$ cat src/rtl/q_learning_pkg.sv
// q_learning_pkg: shared types and defaults for the Q-learning datapath.
//   Q_DATA_WIDTH / Q_NUM_ACTIONS / Q_NUM_STATES : default table geometry.
//   fetch_state_t : state encoding of the Q-value fetch FSM.
//   q_value_t     : signed fixed-point Q value, shared with the update stage.
package q_learning_pkg;

  localparam int Q_DATA_WIDTH  = 32;
  localparam int Q_NUM_ACTIONS = 4;
  localparam int Q_NUM_STATES  = 16;

  typedef enum logic [1:0] {
    ST_IDLE  = 2'd0,
    ST_ISSUE = 2'd1,
    ST_DRAIN = 2'd2,
    ST_DONE  = 2'd3
  } fetch_state_t;

  typedef logic signed [Q_DATA_WIDTH-1:0] q_value_t;

endpackage

$ cat src/rtl/q_max_tracker.sv
// q_max_tracker: registered running signed maximum with its argmax.
//   clk, rst : clock, synchronous active-high reset (clears max/arg to 0)
//   init     : load (value, index) unconditionally
//   update   : load (value, index) only if value > max (strictly), so ties
//              keep the earliest index seen
//   value    : signed candidate value
//   index    : index associated with value
//   max, arg : current maximum and its index
module q_max_tracker #(
  parameter int DATA_WIDTH = 32,
  parameter int IDX_W      = 2
) (
  input  logic                         clk,
  input  logic                         rst,
  input  logic                         init,
  input  logic                         update,
  input  logic signed [DATA_WIDTH-1:0] value,
  input  logic        [IDX_W-1:0]      index,
  output logic signed [DATA_WIDTH-1:0] max,
  output logic        [IDX_W-1:0]      arg
);

  function automatic logic is_greater(input logic signed [DATA_WIDTH-1:0] a,
                                      input logic signed [DATA_WIDTH-1:0] b);
    return a > b;
  endfunction

  always_ff @(posedge clk) begin
    if (rst) begin
      max <= '0;
      arg <= '0;
    end else if (init) begin
      max <= value;
      arg <= index;
    end else if (update && is_greater(value, max)) begin
      max <= value;
      arg <= index;
    end
  end

endmodule

$ cat src/rtl/q_fetch_max.sv
// q_fetch_max: fetches Q[s][a] and max/argmax over Q[s'][*] from a
// synchronous-read Q-table for one transition (s, a, s').
//   clk, rst                    : clock, synchronous active-high reset
//   req_valid/req_ready         : request handshake (ready only in IDLE)
//   req_state/action/next_state : transition (s, a, s')
//   req_terminal                : only with Q_FETCH_TERMINAL_EN; skips the
//                                 scan of s' and reports next max = 0
//   mem_rd_en, mem_addr         : read port, addr = {state, action}, 0 when idle
//   mem_rdata                   : read data, valid one cycle after the read
//   out_valid/out_ready         : result handshake, outputs held while stalled
//   out_q_current               : Q[s][a]
//   out_q_next_max              : max over Q[s'][*]
//   out_best_action             : lowest action index achieving that max
//   busy                        : FSM is not in IDLE
// Configuration macro: Q_FETCH_TERMINAL_EN (adds req_terminal).
module q_fetch_max
  import q_learning_pkg::*;
#(
  parameter  int DATA_WIDTH  = Q_DATA_WIDTH,
  parameter  int NUM_ACTIONS = Q_NUM_ACTIONS,
  parameter  int NUM_STATES  = Q_NUM_STATES,
  localparam int ACT_W       = $clog2(NUM_ACTIONS),
  localparam int ST_W        = $clog2(NUM_STATES),
  localparam int ADDR_W      = ST_W + ACT_W
) (
  input  logic                         clk,
  input  logic                         rst,
  input  logic                         req_valid,
  output logic                         req_ready,
  input  logic        [ST_W-1:0]       req_state,
  input  logic        [ACT_W-1:0]      req_action,
  input  logic        [ST_W-1:0]       req_next_state,
`ifdef Q_FETCH_TERMINAL_EN
  input  logic                         req_terminal,
`endif
  output logic                         mem_rd_en,
  output logic        [ADDR_W-1:0]     mem_addr,
  input  logic signed [DATA_WIDTH-1:0] mem_rdata,
  output logic                         out_valid,
  input  logic                         out_ready,
  output logic signed [DATA_WIDTH-1:0] out_q_current,
  output logic signed [DATA_WIDTH-1:0] out_q_next_max,
  output logic        [ACT_W-1:0]      out_best_action,
  output logic                         busy
);

  // cnt must reach NUM_ACTIONS, hence one extra bit over the action index.
  localparam int CNT_W = ACT_W + 1;

  fetch_state_t     state;
  logic [CNT_W-1:0] cnt;
  logic [ST_W-1:0]  next_state_p0;
  logic             accept;
  logic             last_read;

  // Read-return tracking: which read's data is on mem_rdata this cycle.
  logic             vld_p1;
  logic [CNT_W-1:0] idx_p1;

  logic                         trk_init;
  logic                         trk_update;
  logic signed [DATA_WIDTH-1:0] trk_value;
  logic        [ACT_W-1:0]      trk_index;

  assign accept    = (state == ST_IDLE) && req_valid;
  assign req_ready = (state == ST_IDLE);
  assign out_valid = (state == ST_DONE);
  assign busy      = (state != ST_IDLE);

`ifdef Q_FETCH_TERMINAL_EN
  logic terminal_p0;

  always_ff @(posedge clk) begin
    if (accept) terminal_p0 <= req_terminal;
  end

  // A terminal transition has no successor value: stop after the Q[s][a] read.
  assign last_read = (cnt == CNT_W'(NUM_ACTIONS)) || (terminal_p0 && (cnt == '0));
`else
  assign last_read = (cnt == CNT_W'(NUM_ACTIONS));
`endif

  always_ff @(posedge clk) begin
    if (accept) next_state_p0 <= req_next_state;
  end

  // Stage p0: FSM and read issue
  always_ff @(posedge clk) begin
    if (rst) begin
      state         <= ST_IDLE;
      cnt           <= '0;
      mem_rd_en     <= 1'b0;
      mem_addr      <= '0;
      vld_p1        <= 1'b0;
      idx_p1        <= '0;
      out_q_current <= '0;
    end else begin
      vld_p1 <= (state == ST_ISSUE);
      idx_p1 <= cnt;
      if (vld_p1 && (idx_p1 == '0)) out_q_current <= mem_rdata;

      case (state)
        ST_IDLE: begin
          if (req_valid) begin
            cnt       <= '0;
            mem_rd_en <= 1'b1;
            mem_addr  <= {req_state, req_action};
            state     <= ST_ISSUE;
          end
        end
        ST_ISSUE: begin
          cnt <= cnt + CNT_W'(1);
          if (last_read) begin
            mem_rd_en <= 1'b0;
            mem_addr  <= '0;
            state     <= ST_DRAIN;
          end else begin
            // cnt=k is being read now; the next read is action k of s'.
            mem_rd_en <= 1'b1;
            mem_addr  <= {next_state_p0, cnt[ACT_W-1:0]};
          end
        end
        ST_DRAIN: state <= ST_DONE;
        ST_DONE:  if (out_ready) state <= ST_IDLE;
        default:  state <= ST_IDLE;
      endcase
    end
  end

  // Stage p1: read data return into the max tracker
  // Clearing at accept leaves max/arg at 0 when no scan reads arrive.
  assign trk_init   = accept || (vld_p1 && (idx_p1 == CNT_W'(1)));
  assign trk_update = vld_p1 && (idx_p1 > CNT_W'(1));
  assign trk_value  = accept ? '0 : mem_rdata;
  assign trk_index  = accept ? '0 : ACT_W'(idx_p1[ACT_W-1:0] - ACT_W'(1));

  q_max_tracker #(
    .DATA_WIDTH (DATA_WIDTH),
    .IDX_W      (ACT_W)
  ) u_max (
    .clk    (clk),
    .rst    (rst),
    .init   (trk_init),
    .update (trk_update),
    .value  (trk_value),
    .index  (trk_index),
    .max    (out_q_next_max),
    .arg    (out_best_action)
  );

endmodule

$ cat config.mk
export PLATFORM = sky130hd
export DESIGN_NAME = q_fetch_max
export DESIGN_NICKNAME = d
export VERILOG_FILES = /design/src/rtl/q_learning_pkg.sv /design/src/rtl/q_max_tracker.sv /design/src/rtl/q_fetch_max.sv
export SDC_FILE = /design/constraint.sdc
export NUM_CORES = 1
export LEC_CHECK = 0
export CAP_MARGIN = 20
export CORE_AREA = 2 2 112 114
export DETAILED_ROUTE_END_ITERATION = 8
export DIE_AREA = 0 0 114 116
export RECOVER_POWER = 100
export SLEW_MARGIN = 0
export SYNTH_ARGS = -nofsm -noshare
export SYNTH_HDL_FRONTEND = slang
export SYNTH_SLANG_ARGS = --single-unit
$ cat constraint.sdc
create_clock -name clk -period 3.45 [get_ports clk]
set_input_delay 0.345 -clock clk [delete_from_list [all_inputs] [get_ports clk]]
set_output_delay 0.345 -clock clk [all_outputs]
set_load 0.02 [all_outputs]
# After elaboration in Yosys (flattened, before gate mapping)
# Cells that the tools add are included.
# classes
n_mux	18
n_reduce_logical	13
magnitude_cmp	2
add_sub_neg	2
eq_ne	8
# ops
operator	n
32-bit 2-to-1 mux	3
32-bit greater-than comparator	1
2-bit 2-to-1 mux	6
6-bit 2-to-1 mux	2
6-bit case mux with 2 select lines	1
2-bit case mux with 4 select lines	1
3-bit case mux with 2 select lines	1
2-bit nonzero test	3
1-bit logical AND	5
2-bit equality test (second input constant)	2
2-bit != test (second input constant)	2
3-bit by 1-bit adder with 3-bit output (second input constant)	1
3-bit by 1-bit equality test with 1-bit output (second input constant)	1
3-bit equality test (second input constant)	1
3-bit by 1-bit greater-than comparator with 1-bit output (second input constant)	1
3-bit zero test	1
3-bit 2-to-1 mux	1
3-bit AND reduction	1
2-bit by 1-bit equality test with 1-bit output (second input constant)	1
2-bit zero test	1
1-bit 2-to-1 mux	2
2-bit by 1-bit != test with 1-bit output (second input constant)	1
1-bit case mux with 2 select lines	1
2-bit AND reduction	1
other kinds (2)	2
# totals
regBits	86
out_inout_bits	76

# Depth between registers and ports, before layout
# Gate-level depths: netlist of the first run.
# logic_depth
word_depth	7
mapped_depth	13
depth_no_buf	11

# By module
# Synthesis of the first run repeated with hierarchy kept, for this count alone.
# unflattened
cells_unflattened	533
hier_area_um2	4609.4
# by_module_without_submodules
mod	n_inst	area_each_um2	cells_each
q_max_tracker	1	2376.0	264
q_fetch_max	1	2233.4	269

# Worst setup path after synthesis of the first run
# No wires, ideal clock.
# synth_timing
path_type	register -> register
startpoint	register state[0]
endpoint	register u_max.max[10]
setup_time_ns	0.117
required_time_ns	3.333
n_path_buf	2
setup_slack_ns	0.372
arrival_time_ns	2.961
path_stages_with_launch	14
cell_sequence	dfxtp_1 > inv_1 > ha_1 > nand2_1 > clkbuf_1 > and2_1 > ha_1 > a21oi_1 > nand2_1 > a221o_1 > o31a_1 > o21ba_2 > buf_6 > a22o_1
# synth_via
elab_chain_len	6
# synth_rtl
item	line	source
start, declared	q_fetch_max.sv:50	fetch_state_t state;
start signal, assigned	q_fetch_max.sv:90	state <= ST_IDLE;
start signal, assigned	q_fetch_max.sv:108	state <= ST_ISSUE;
start signal, assigned	q_fetch_max.sv:116	state <= ST_DRAIN;
2-bit zero test	--	
via req_ready	q_fetch_max.sv:29	output logic req_ready,
1-bit logical AND	q_fetch_max.sv:65	assign accept = (state == ST_IDLE) && req_valid;
32-bit 2-to-1 mux	q_fetch_max.sv:134	assign trk_value = accept ? '0 : mem_rdata;
via trk_value[14]	q_fetch_max.sv:62	logic signed [DATA_WIDTH-1:0] trk_value;
32-bit greater-than comparator	q_max_tracker.sv:25	return a > b;
1-bit logical AND	q_max_tracker.sv:35	end else if (update && is_greater(value, max)) begin
2-bit nonzero test (no source line)	--	
end signal, assigned	q_max_tracker.sv:33	max <= value;
end signal, assigned	q_max_tracker.sv:36	max <= value;
end, declared	q_max_tracker.sv:19	output logic signed [DATA_WIDTH-1:0] max,
# The timed path passes the listed nets, and every way through them passes these cells. The select of a mux whose other input is x is not followed.
# A chain may end at the register's enable or synchronous reset.

# Worst setup path in the final report of the first run
# layout_timing
startpoint	register state[0]
endpoint	register u_max.max[10]
# layout_via
elab_chain_len	6
# layout_rtl
item	line
2-bit zero test	q_fetch_max.sv:65
1-bit logical AND	q_fetch_max.sv:65
32-bit 2-to-1 mux	q_fetch_max.sv:134
via trk_value[14]	q_fetch_max.sv:62
32-bit greater-than comparator	q_max_tracker.sv:25
1-bit logical AND	q_max_tracker.sv:35
2-bit nonzero test (no source line)	--
# The timed path passes the listed nets, and every way through them passes these cells. The select of a mux whose other input is x is not followed.

==> results of run 1 <==
-- timing repair --
action	4_1_cts	5_1_grt
setup endpoints to repair	31	34
gates resized for setup	2	7
buffers inserted	0	2
cloned	1	1
pin swaps	1	3
-- worst min-delay path by stage --
| stage | cells after the start | from | to |
|---|---|---|---|
| 3_3_place_gp | 2 | out_q_current[22]$_SDFFE_PP0P_ | out_q_current[22]$_SDFFE_PP0P_ |
| 3_5_place_dp | 2 | out_q_current[20]$_SDFFE_PP0P_ | out_q_current[20]$_SDFFE_PP0P_ |
| 2_1_floorplan | 0 | req_next_state[0] | next_state_p0[0]$_DFFE_PP_ |
| 6_report | 2 | out_q_current[20]$_SDFFE_PP0P_ | out_q_current[20]$_SDFFE_PP0P_ |
| 5_1_grt | 2 | out_q_current[0]$_SDFFE_PP0P_ | out_q_current[0]$_SDFFE_PP0P_ |
| 4_1_cts | 2 | out_q_current[20]$_SDFFE_PP0P_ | out_q_current[20]$_SDFFE_PP0P_ |
-- power by group --
group          internal (mW)  switching (mW)
sequential              1.23           0.145
clock                  0.707           0.408
combinational          0.912            1.18
-- worst max-delay path, delay by kind of cell (launching register included) --
family / cells / cell delay (ps)
and+or+nand+nor: 4 / 840
DFF: 1 / 340
adders and majority gates: 2 / 560
AOI/OAI and AO/OA: 4 / 910
buffers and inverters: 3 / 480
-- routing by layer --
layer  routed length, um  track usage  up-vias  share of wire
li1                    -            -     1840              -
met3                 641      0.03870       13          0.056
met2                5414       0.2909       97           0.48
met5                   0            0        -              0
met4                 180      0.07724        0          0.016
met1                5159       0.2076     1743           0.45
-- kinds of logic (layout without fill, tap and decap cells) --
family / count (synthesis) / count (layout)
adders and majority gates: 41 / 41
and+or+nand+nor: 154 / 154
DFF: 86 / 86
buffers and inverters: 67 / 189
AOI/OAI and AO/OA: 114 / 116
muxes: 5 / 5
-- state kept, by name, indices dropped and copies added, names as in the netlist, 2 cells and up --
name,cells
out_q_current,32
u_max.max,32
mem_addr,6
next_state_p0,4
cnt,3
idx_p1,3
state,2
u_max.arg,2
-- cell type report --
cell class,instances,area (um2)
clock inverters,6,110.1
flip-flops and latches,86,1762
multi-input cells,316,2166
well taps,147,183.9
clock buffers,10,229.0
repair buffers,130,1314
fillers,1167,5986
inverters,43,161.4
-- synth_stat cells (all sizes together), types with 4 or more instances --
library cell	number	area (um2)
nor2	21	78.83
ha	41	513.0
nand4	6	37.54
a222oi	5	50.05
buf	10	63.80
o21ai	5	25.02
edfxtp	4	120.1
a21oi	51	255.2
clkbuf	14	52.55
nand2	76	285.3
and2	32	200.2
inv	43	161.4
nor2b	7	43.79
dfxtp	82	1642
a22o	31	271.5
==> impl_metrics.env, run 1 <==
export IMPL_worst_path_max_delay_cell="nor4_4"
export IMPL_die_area_um2=13220
export IMPL_violations="max-capacitance violations, max-slew violations"
export IMPL_drive_gt1_frac=0.05415
export IMPL_final_hold_viol_count=0
export IMPL_hp_class="reg2reg"
export IMPL_fin_area_um2=5926
export IMPL_crit_path_start="state[0]$_SDFFE_PP0P_"
export IMPL_grt_usage=0.1711
export IMPL_io_pins=122
export IMPL_crit_path_start_kind="flip-flop"
export IMPL_routed_wl_mm=11.40
export IMPL_routabilityCongestion=0.8055
export IMPL_placed_cells_incl_taps=717
export IMPL_clkTransAtPathRegs_ps=60
export IMPL_timing_rr_start="state[0]$_SDFFE_PP0P_"
export IMPL_syn_area_um2=4101
export IMPL_synth_main_ff_cell="dfxtp_1"
export IMPL_crit_chain="inv_1 > ha_1 > nand2_1 > buf_12 > and2_1 > ha_1 > nand4_1 > nor4_4 > a31oi_2 > buf_4 > o21ai_1 > o21ba_4 > a22o_1"
export IMPL_drt_wirelength_per_cell_um=15.44
export IMPL_clockBufferDepth=2
export IMPL_slew_limit_headroom=-0.07649
export IMPL_synth_fa_ha_area_frac=0.1251
export IMPL_power_mw=4.577
export IMPL_synth_xor_area_share=0
export IMPL_critical_path_max_stage_delay_ps=350
export IMPL_r2r_cells=13
export IMPL_arrival_ps=3490
export IMPL_drt_vias_per_instance=5.004
export IMPL_status="finished, violations left"
export IMPL_final_cell_mix="dfxtp_1, dlygate4sd3_1, nand2_1"
export IMPL_syn_to_final_growth_pct=44.48
export IMPL_worstPathRequired_ps=3680
export IMPL_die_w_um=114
export IMPL_drtAntennaViolNets=0
export IMPL_whs_ps=450.2
export IMPL_setup_slack_ps=195.1
export IMPL_cap_violations=1
export IMPL_skew_ps=6.389
export IMPL_pwr_density_cell_nw_per_um2=772.3
export IMPL_cp_common_cell="ha_1"
export IMPL_rrSetupSlack_ps=200
export IMPL_seq_area_frac_synth=0.4295
export IMPL_power_leakage_nw=2.492
export IMPL_layout_commonest_cell="dfxtp_1"
export IMPL_drv_slew=33
export IMPL_ys_types=43
export IMPL_async_flop_share=0
export IMPL_io_buffers=121
export IMPL_dp_hpwl_mm=7.937
export IMPL_grt_pass1_wl_mm=17.83
export IMPL_max_freq_mhz=307.2
export IMPL_endpoint="u_max.max[10]$_SDFFE_PP0P_"
export IMPL_tightest_slew_ps=1615
export IMPL_via_count=3693
export IMPL_avgSynthCellArea_um2=8.783
export IMPL_path_class="reg2reg"
export IMPL_synth_compound_area_frac=0.1897
export IMPL_coreArea_um2=11910
export IMPL_ys_warn_count=0
export IMPL_period_minus_slack_ps=3255
export IMPL_die_h_um=116
export IMPL_layout_cells_non_filler=738
export IMPL_synth_top_family_by_area="compound AO/OA/AOI/OAI gates"
export IMPL_cts_tree="yes"
export IMPL_start_util=0.3443
export IMPL_ir_drop_mv=0.4001
export IMPL_dpl_cell_area_um2=5451
export IMPL_synth_seq_cells=86
export IMPL_syn_nets=554
export IMPL_antenna_cells=0
export IMPL_cts_root_buf="clkbuf_16"
export IMPL_worst_setup_path_end_kind="flip-flop"
export IMPL_antenna_found_initial=0
export IMPL_synthMuxAreaShare=0.01312
export IMPL_synth_edf_count=4
export IMPL_crit_fanout=33
export IMPL_fin_util=0.4975
export IMPL_drtPass1Iterations=4
export IMPL_fin_nets=673
export IMPL_cts_made_buffers=9
export IMPL_drtIter0Drc=155
export IMPL_syn_inst=467
export IMPL_clkLatencyLatePin_ps=340
export IMPL_synthSimpleGateAreaFrac=0.1748
export IMPL_ctsHoldBuffers=0
export IMPL_setup_viol=0
export IMPL_r2r_end="u_max.max[10]$_SDFFE_PP0P_"
export IMPL_grt_max_degree=34
export IMPL_clock_sinks=86
export IMPL_htree_levels=3
export IMPL_drcViolationCount=0
export IMPL_overflow=0
export IMPL_rows=40
export IMPL_grt_pass1_vias=3679
export IMPL_finalSetupTns_ps=0
export IMPL_pre_cts_slack_ps=-232.1
export IMPL_post_route_period_util=0.9434
Note: power is estimated with default switching activity, not from simulation.
==> inputs of run 2 (changes only) <==
--- a/config.mk
+++ b/config.mk
@@ -5,10 +5,11 @@
 export SDC_FILE = /design/constraint.sdc
 export NUM_CORES = 1
 export LEC_CHECK = 0
+export ABC_AREA = 1
 export CAP_MARGIN = 20
-export CORE_AREA = 2 2 112 114
+export CORE_AREA = 2 2 117 119
 export DETAILED_ROUTE_END_ITERATION = 8
-export DIE_AREA = 0 0 114 116
+export DIE_AREA = 0 0 119 121
 export RECOVER_POWER = 100
 export SLEW_MARGIN = 0
 export SYNTH_ARGS = -nofsm -noshare
==> constraint.sdc (replaced) <==
create_clock -name clk -period 3.9 [get_ports clk]
set_input_delay 0.39 -clock clk [delete_from_list [all_inputs] [get_ports clk]]
set_output_delay 0.39 -clock clk [all_outputs]
set_load 0.02 [all_outputs]
==> run 2 against run 1 <==
Against the previous run:
- synthesized cell count up 31%
- hold slack better by 27 ps
- routed wire length up 2.7%
- worst setup slack better by 440 ps
- sequential power down 10%
- the flow now finishes without violations
==> impl_metrics.env, run 2 <==
export IMPL_avgSynthCellArea_um2=7.339
export IMPL_slew_limit_headroom=0.01418
export IMPL_cp_top_family="simple AND/OR/NAND/NOR gates"
export IMPL_crit_buf_inv=4
export IMPL_register_area_um2=1762
export IMPL_setup_viol=0
export IMPL_rows=42
export IMPL_clkTransAtPathRegs_ps=70
export IMPL_ys_warn_count=0
export IMPL_syn_to_final_growth_pct=36.11
export IMPL_cts_resized=0
export IMPL_grt_max_degree=51
export IMPL_drt_wirelength_per_cell_um=13.02
export IMPL_cap_violations=0
export IMPL_final_cell_mix="nand2_1, nor2_1, inv_1"
export IMPL_worst_path_max_delay_cell="dfxtp_1"
export IMPL_worst_setup_path_end_kind="flip-flop"
export IMPL_fin_area_um2=6093
export IMPL_synth_main_ff_cell="dfxtp_1"
export IMPL_synth_seq_cells=86
export IMPL_cts_tree="yes"
export IMPL_overflow=0
export IMPL_nFillCells=1325
export IMPL_fin_nets=805
export IMPL_yosysTopAreaCell="dfxtp_1"
export IMPL_multi_input_area_um2=2216
export IMPL_dpl_cell_area_um2=5836
export IMPL_drv_slew=0
export IMPL_crit_chain="inv_1 > ha_1 > nand2_1 > clkinv_1 > buf_12 > nor2_1 > ha_1 > nand2_1 > nor2_1 > nand2_1 > nor3b_1 > nand2_1 > nand2_1 > nand2_1 > nand3_2 > buf_12 > nand3_1 > nand2_1 > nor2_1"
export IMPL_clock_sinks=86
export IMPL_arrival_ps=3490
export IMPL_pwr_density_cell_nw_per_um2=664.4
export IMPL_synth_top_area_frac=0.3667
export IMPL_yosys_top_cells_count="nand2_1, inv_1, nor2_1, dfxtp_1, a21oi_1"
export IMPL_routed_wl_mm=11.70
export IMPL_ctsHoldBuffers=0
export IMPL_io_pins=122
export IMPL_cts_root_buf="clkbuf_16"
export IMPL_critical_path_max_stage_delay_ps=360
export IMPL_seq_area_frac_synth=0.3935
export IMPL_htree_levels=3
export IMPL_grt_pass1_wl_mm=19.06
export IMPL_routabilityCongestion=0.8215
export IMPL_cp_common_cell="nand2_1"
export IMPL_power_leakage_nw=2.895
export IMPL_worstPathRequired_ps=4130
export IMPL_drtIter0Drc=193
export IMPL_grt_usage=0.1650
export IMPL_clkLatencyLatePin_ps=340
export IMPL_post_route_period_util=0.8362
export IMPL_skew_ps=8.080
export IMPL_status="completed"
export IMPL_top_regs="out_q_current x32, u_max.max x32, mem_addr x6"
export IMPL_max_freq_mhz=306.6
export IMPL_drtAntennaViolNets=0
export IMPL_hp_class="reg2reg"
export IMPL_antenna_found_initial=0
export IMPL_crit_path_start_kind="flip-flop"
export IMPL_async_flop_share=0
export IMPL_period_minus_slack_ps=3261
export IMPL_finalSetupTns_ps=0
export IMPL_syn_inst=610
export IMPL_via_count=4134
export IMPL_synth_edf_count=4
export IMPL_layout_commonest_cell="nand2_1"
export IMPL_path_class="reg2reg"
export IMPL_die_w_um=119
export IMPL_final_hold_viol_count=0
export IMPL_rsz0062_at_grt="false"
export IMPL_grt_pass1_vias=3974
export IMPL_dp_hpwl_mm=8.651
export IMPL_drive_gt1_frac=0.05809
export IMPL_synthMostInstantiatedCell="nand2_1"
export IMPL_cts_setup_buffers=0
export IMPL_drt_vias_per_instance=4.598
export IMPL_ys_top_cells_by_area="dfxtp_1, ha_1, nand2_1"
export IMPL_tightest_slew_ps=1479
export IMPL_die_h_um=121
export IMPL_fin_util=0.4657
export IMPL_clockBufferDepth=2
export IMPL_antenna_cells=0
export IMPL_ir_drop_mv=0.3097
export IMPL_io_buffers=121
export IMPL_coreArea_um2=13090
export IMPL_cts_made_buffers=9
export IMPL_drcViolationCount=0
export IMPL_die_area_um2=14400
export IMPL_syn_nets=697
export IMPL_drtPass1Iterations=4
export IMPL_start_util=0.3421
export IMPL_crit_fanout=50
export IMPL_ys_types=32
export IMPL_syn_area_um2=4477
-- run 2: layout make-up --
cell class              count  area share
flip-flops and latches     86      0.2891
inverters                  91     0.05606
clock inverters             7    0.007803
repair buffers            128      0.2103
multi-input cells         402      0.3637
well taps                 176     0.03614
clock buffers               9     0.03696
-- run 2: worst min-delay path: cells and delay by family (launching register included) --
family	cells	cell delay, ps
flip-flops	1	310
buffers and inverters	1	80
AND/OR/NAND/NOR	1	50
-- run 2: metal layers --
metal	wire (um)	track usage	up-vias
met3	511	0.03195	10
met2	5406	0.2716	91
met1	5623	0.2152	1854
met4	159	0.06027	0
li1	-	-	2179
met5	0	0	-
-- run 2: logic make-up (layout without fill, tap and decap cells) --
logic type / after synthesis / in the layout / synth area share
simple gates: 227 / 227 / 0.2074
compound gates: 134 / 134 / 0.1747
buf+inv: 122 / 235 / 0.1098
flops: 86 / 86 / 0.3935
fa+ha+maj: 41 / 41 / 0.1146
-- run 2: where the power goes --
| part | switching (mW) | leakage [nW] | internal (mW) |
|---|---|---|---|
| Combinational | 1.21 | 2.05 | 0.802 |
| Clock | 0.372 | 0.134 | 0.433 |
| Sequential | 0.114 | 0.711 | 1.12 |
-- run 2: metrics by stage --
stage	std cells	worst slack (ps)	hold WS [ps]	total power, mW
finish	899	638.7	477.0	4.049
global route	899	277.4	510.5	4.402
CTS	899	705.9	472.8	4.187
detailed placement	883	561.0	462.6	3.370
global placement	883	666.5	462.2	3.315
floorplan	610	935.7	439.6	2.605
-- run 2: path summary, 6_finish.rpt --
| kind | startpoint | endpoint | slack, ps | cells after the start |
|---|---|---|---|---|
| worst max-delay path | state[0]$_SDFFE_PP0P_ | u_max.max[16]$_SDFFE_PP0P_ | 640 | 19 |
| worst min-delay path | cnt[2]$_SDFFE_PP0P_ | idx_p1[2]$_SDFF_PP0_ | 480 | 2 |
| worst max register to register | state[0]$_SDFFE_PP0P_ | u_max.max[16]$_SDFFE_PP0P_ | 640 | 19 |
| worst min register to register | cnt[2]$_SDFFE_PP0P_ | idx_p1[2]$_SDFF_PP0_ | 480 | 2 |
==> inputs of run 3 (changes only) <==
==> constraint.sdc (replaced) <==
create_clock -name clk -period 3 [get_ports clk]
set_input_delay 0.3 -clock clk [delete_from_list [all_inputs] [get_ports clk]]
set_output_delay 0.3 -clock clk [all_outputs]
set_load 0.02 [all_outputs]
==> run 3 against run 2 <==
Against the previous run:
- total power grew 42%
- sequential power grew 33%
- count of clock-buffer cells in the layout is the same
- cell count grew 2.2%
- hold slack gained 6.4 ps
- first-iteration DRC count shrank 5.2%
- fmax grew 16%
- core utilization grew 2.8 points
- highest routed layer unchanged
==> impl_metrics.env, run 3 (synthesized netlist as in run 2, its figures left out) <==
export IMPL_fin_nets=825
export IMPL_clkTransAtPathRegs_ps=60
export IMPL_layout_commonest_cell="clkdlybuf4s50_1"
export IMPL_drt_vias_per_instance=4.602
export IMPL_io_pins=122
export IMPL_period_minus_slack_ps=2815
export IMPL_cts_root_buf="clkbuf_16"
export IMPL_whs_ps=483.4
export IMPL_fin_util=0.4936
export IMPL_drt_wirelength_per_cell_um=13.04
export IMPL_hp_class="reg2reg"
export IMPL_drv_slew=0
export IMPL_coreArea_um2=13090
export IMPL_pre_cts_slack_ps=-96.97
export IMPL_die_h_um=121
export IMPL_via_count=4229
export IMPL_drcViolationCount=0
export IMPL_slew_limit_headroom=0.6505
export IMPL_rsz0062_at_grt="true"
export IMPL_die_w_um=119
export IMPL_die_area_um2=14400
export IMPL_setup_viol=0
export IMPL_dp_hpwl_mm=8.693
export IMPL_use_met3=0.03571
export IMPL_cts_made_buffers=9
export IMPL_grt_pass1_wl_mm=19.31
export IMPL_post_route_period_util=0.9383
export IMPL_final_hold_viol_count=0
export IMPL_skew_ps=4.050
export IMPL_grt_max_degree=47
export IMPL_routabilityCongestion=0.8095
export IMPL_rows=42
export IMPL_drive_gt1_frac=0.1292
export IMPL_htree_levels=3
export IMPL_antenna_found_initial=0
export IMPL_clockBufferDepth=2
export IMPL_grt_pass1_vias=4064
export IMPL_final_cell_mix="clkdlybuf4s50_1, nand2_1, inv_1"
export IMPL_path_class="reg2reg"
export IMPL_cap_violations=0
export IMPL_drtIter0Drc=183
export IMPL_cts_tree="yes"
export IMPL_start_util=0.3421
export IMPL_overflow=0
export IMPL_syn_to_final_growth_pct=44.27
export IMPL_status="completed"
export IMPL_clkLatencyLatePin_ps=340
export IMPL_setup_slack_ps=185.1
export IMPL_routed_wl_mm=11.98
export IMPL_gr_max_usage_layer="met2"
export IMPL_arrival_ps=3050
export IMPL_grt_use_met1=0.2165
export IMPL_crit_path_start_kind="flip-flop"
export IMPL_worstPathRequired_ps=3240
export IMPL_ctsHoldBuffers=0
export IMPL_drtAntennaViolNets=0
export IMPL_power_leakage_nw=2.857
export IMPL_crit_fanout=17
export IMPL_clock_sinks=86
export IMPL_ir_drop_mv=0.3158
export IMPL_finalSetupTns_ps=0
export IMPL_tightest_slew_ps=522.5
export IMPL_io_buffers=121
export IMPL_worst_setup_path_end_kind="flip-flop"
export IMPL_max_freq_mhz=355.3
export IMPL_pwr_density_cell_nw_per_um2=892.2
export IMPL_grt_usage=0.1663
export IMPL_use_met2=0.2730
export IMPL_top_regs="out_q_current x32, u_max.max x32, mem_addr x6"
export IMPL_antenna_cells=0
export IMPL_drtPass1Iterations=5
==> run 3: layout make-up <==
type	instances	area, um2
inverters	91	344.1
repair buffers	148	1503
clock buffers	9	225.2
well taps	176	220.2
fillers	1231	6626
flip-flops and latches	86	1764
multi-input cells	402	2313
clock inverters	7	88.84
==> run 3: layer usage <==
metal | wire (um) | vias to the layer above
li1 | - | 2220
met1 | 5729 | 1904
met2 | 5578 | 95
met3 | 524 | 10
met4 | 147 | 0
met5 | 0 | -
==> run 3: critical path: stages (launching register included) <==
cell	delay, ps
dfxtp_2	340
inv_2	100
ha_4	160
nand2_1	110
inv_4	110
buf_6	150
nor2_2	50
ha_1	330
nand2_1	100
nor2_2	120
nand2_1	100
nor3b_2	230
nand2_1	100
nand3_1	110
nand3_4	160
buf_16	210
a21oi_1	150
nor2_1	70
==> run 3: path summary, 6_finish.rpt <==
path                               endpoint                  start  cells past startpoint  slack, ps
setup reg to reg  u_max.max[3]$_SDFFE_PP0P_  state[0]$_SDFFE_PP0P_                     17        190
hold / removal         idx_p1[2]$_SDFF_PP0_    cnt[2]$_SDFFE_PP0P_                      2        480
hold reg to reg        idx_p1[2]$_SDFF_PP0_    cnt[2]$_SDFFE_PP0P_                      2        480
setup / recovery  u_max.max[3]$_SDFFE_PP0P_  state[0]$_SDFFE_PP0P_                     17        190
==> run 3: per-stage QoR <==
step	total power [mW]	cells	area, um2
2_1_floorplan	3.386	610	4477
3_3_place_gp	4.415	901	5983
3_5_place_dp	4.476	901	5983
4_1_cts	5.743	918	6376
5_1_grt	6.196	919	6459
6_report	5.762	919	6459
==> run 3: timing repair <==
item                                    CTS  global route
cloned                                    1             0
buffers inserted                          0             1
pin swaps                                 0             2
resized for setup                        15            27
endpoints found under the setup margin   34            34
endpoints found under the hold margin     0             0
==> run 3: report_power, final <==
group          internal (mW)  switching, mW  total (mW)
Combinational           1.28           1.65        2.94
Clock                  0.725          0.473        1.20
Sequential              1.46          0.169        1.63
==> RTL edit, RTL diff (config.mk and constraints of run 3) <==
`Q_NUM_STATES`: 16 -> 32.
--- a/src/rtl/q_learning_pkg.sv
+++ b/src/rtl/q_learning_pkg.sv
@@ -7,5 +7,5 @@
   localparam int Q_DATA_WIDTH  = 32;
   localparam int Q_NUM_ACTIONS = 4;
-  localparam int Q_NUM_STATES  = 16;
+  localparam int Q_NUM_STATES  = 32;
 
   typedef enum logic [1:0] {
Interface: changed (resized mem_addr, req_next_state and req_state); port bits go from 122 to 125. The function was not compared with the original's and may differ.
==> RTL edit against run 3 <==
  * Routed wire length increased by 11%
  * First-iteration DRC count up 16%
  * Area after synthesis rose by 1.6%
  * Sequential share of layout area up 0.51 points
  * Cell area up 0.97%
  * Cell count increased by 0.22%
  * Sequential cell count is 2 higher
  * Setup slack lost 74 ps
  * Power rose by 0.30%
==> RTL edit: results (changes against run 3) <==
* Wirelength per Cell: 14.4 um (+11%)
- Input/output buffers: 124 (+2.5%)
- Number of buffers on the longest clock path: 2 (unchanged)
- The static power due to leakage came to 2.86 nW (+0.19%).
- The cell area after placement is 0.00601 mm^2 (+0.46%).
* Yosys Warn Count: 0 (unchanged)
- The clock input transition at the sequential cells of the worst setup and hold paths is 60 ps (about the same).
* H-tree Lvls: 3 (unchanged)
- The path class of the tightest hold or removal check is flop to flop.
* Share of flip-flops with an asynchronous set or reset after synthesis: 0% (unchanged)
- Final design utilization: 49.8% (+0.48 points)
- The total CTS buffers came to 9 (unchanged).
* Initial antenna violation count: 0 (unchanged)
- The cell sitting at the root of the clock tree is a clkbuf_16.
* Number of flops mapped to enable cells by yosys: 5 (+1)
* Run status: finished clean
* Clk_lat worst skew: 340 ps (about the same)
* Ant diodes: 0 (unchanged)
- The final clock skew was 4.98 ps (+0.935 ps).
* Initial drt markers: 212 (+16%)
- The worst IR drop on VDD was 0.327 mV (+3.4%).
* Sequential element share of the synthesized area: 39.8% (+0.47 points)
- The largest fanout on the critical path is 16 (-1).
- The final weighted congestion of routability-driven global placement came to 0.810 (about the same).
- The layout net count was 831 (+0.73%).
- Share of final-layout standard cells stronger than drive strength 1: 11.9% (-0.97 points)
- The setup-violating endpoint count in the final report is 0 (unchanged).
- The post-placement setup slack came to -104 ps (-7.36 ps).
- Worst slew margin relative to its limit: 53.5% (-12 points)
- The worst endpoint data arrival time came to 3120 ps (+70 ps).
- The net count of the mapped netlist is 705 (+1.1%).
- The post-CTS setup buffer count is 0 (unchanged).
- Commonest cells in the synthesized netlist: 92 x nand2_1, 87 x inv_1, 84 x nor2_1
- DR pass1 iterations: 5 (unchanged)
- The most used flip-flop cell after synthesis is dfxtp_1.
- The number of different library cells in the post-synthesis netlist is 31 (-3.1%).
* Pin count of the biggest net entering global routing: 40 (-15%)
- All-Layer GR Usage: 17.4% (+0.75 points)
- Wire length of the first global-routing pass: 20200 um (+4.4%)
- In the final layout, the registers with the most flip-flops are out_q_current: 32 flops, u_max.max: 32 flops, mem_addr: 7 flops.
* Switching share of power: 41.1% (+1.3 points)
- The count of filler cells inserted in the layout is 1228 (-0.24%).
- HPWL Detailed: 9110 um (+4.8%)
- Routed vias: 4460 (+5.5%)
- Cell types occupying the most area after synthesis: dfxtp_1 37%, ha_1 11%, nand2_1 7.6%
- Number of global-route vias before repair: 4269 (+5.0%)
-- RTL edit: cell types whose count changed in the layout (fill, tap and decap cells not counted), sizes merged, moves of 2 or more --
| cell | delta |
|---|---|
| nor2 | -3 |
| a21oi | +6 |
| bufinv | -2 |
| clkinv | -4 |
| buf | -10 |
| dlygate4sd3 | +2 |
| o21ai | +3 |
| clkbuf | +9 |
-- RTL edit: cells by family (layout without fill, tap and decap cells) --
family	count (synthesis)	after routing	synth area share [%]
AND/OR/NAND/NOR	222	222	19.9
AO/OA/AOI/OAI	142	142	18.1
buffers and inverters	123	252	10.9
flip-flops	88	88	39.8
adder cells (fa/ha/maj)	41	41	11.3
-- RTL edit: worst max-delay path, cell delays in order, from the launching register on --
cell and delay, ps:
dfxtp_2 330, inv_2 100, ha_4 160, nand2_1 110, inv_4 140, buf_12 160, nor2_1 70, ha_1 290
nand2_1 80, nor2_2 140, nand2_1 90, nor3b_2 260, nand2_2 100, nand2_1 80, nand2_2 70, nand3_4 160
buf_12 190, nand3_1 80, nand2_1 100, nor2_1 40
-- RTL edit: through the flow --
stage               instances  hold WS (ps)
floorplan                 616           399
global placement          900           464
detailed placement        900           480
CTS                       914           492
global route              921           514
finish                    921           485
-- RTL edit: worst paths after layout --
path | start | to | slack (ps) | depth (start not counted)
setup / recovery | state[1] | u_max.max[12] | 110 | 19
hold / removal | mem_addr[3] | mem_addr[3] | 490 | 2
setup reg to reg | state[1] | u_max.max[12] | 110 | 19
hold reg to reg | mem_addr[3] | mem_addr[3] | 490 | 2
-- RTL edit: layer usage --
| metal | routed length [um] | vias up | track usage [%] |
|---|---|---|---|
| li1 | - | 2250 | - |
| met1 | 6000 | 2068 | 21.3 |
| met2 | 6510 | 125 | 30.2 |
| met3 | 565 | 17 | 3.10 |
| met4 | 232 | 0 | 6.92 |
| met5 | 0 | - | 0 |
-- RTL edit: layout make-up --
type	instances	share of cell area (%)
clock buffers	13	3.84
clock inverters	1	0.0767
inverters	92	5.37
multi-input cells	405	36.0
flip-flops and latches	88	27.8
well taps	176	3.38
repair buffers	146	23.5
-- RTL edit: what timing repair did --
action,in CTS,in global routing
cloned,0,7
pin swaps,0,1
gates resized for setup,7,35
endpoints found under the setup margin,19,34
-- RTL edit: power groups by stage --
stage	combinational, W	clock [W]	sequential [W]
after floorplan	0.00147	0	0.00199
after global placement	0.00277	0	0.00170
after detailed placement	0.00286	0	0.00170
after CTS	0.00289	0.00104	0.00168
after global routing	0.00340	0.00110	0.00172
final	0.00308	0.00101	0.00169
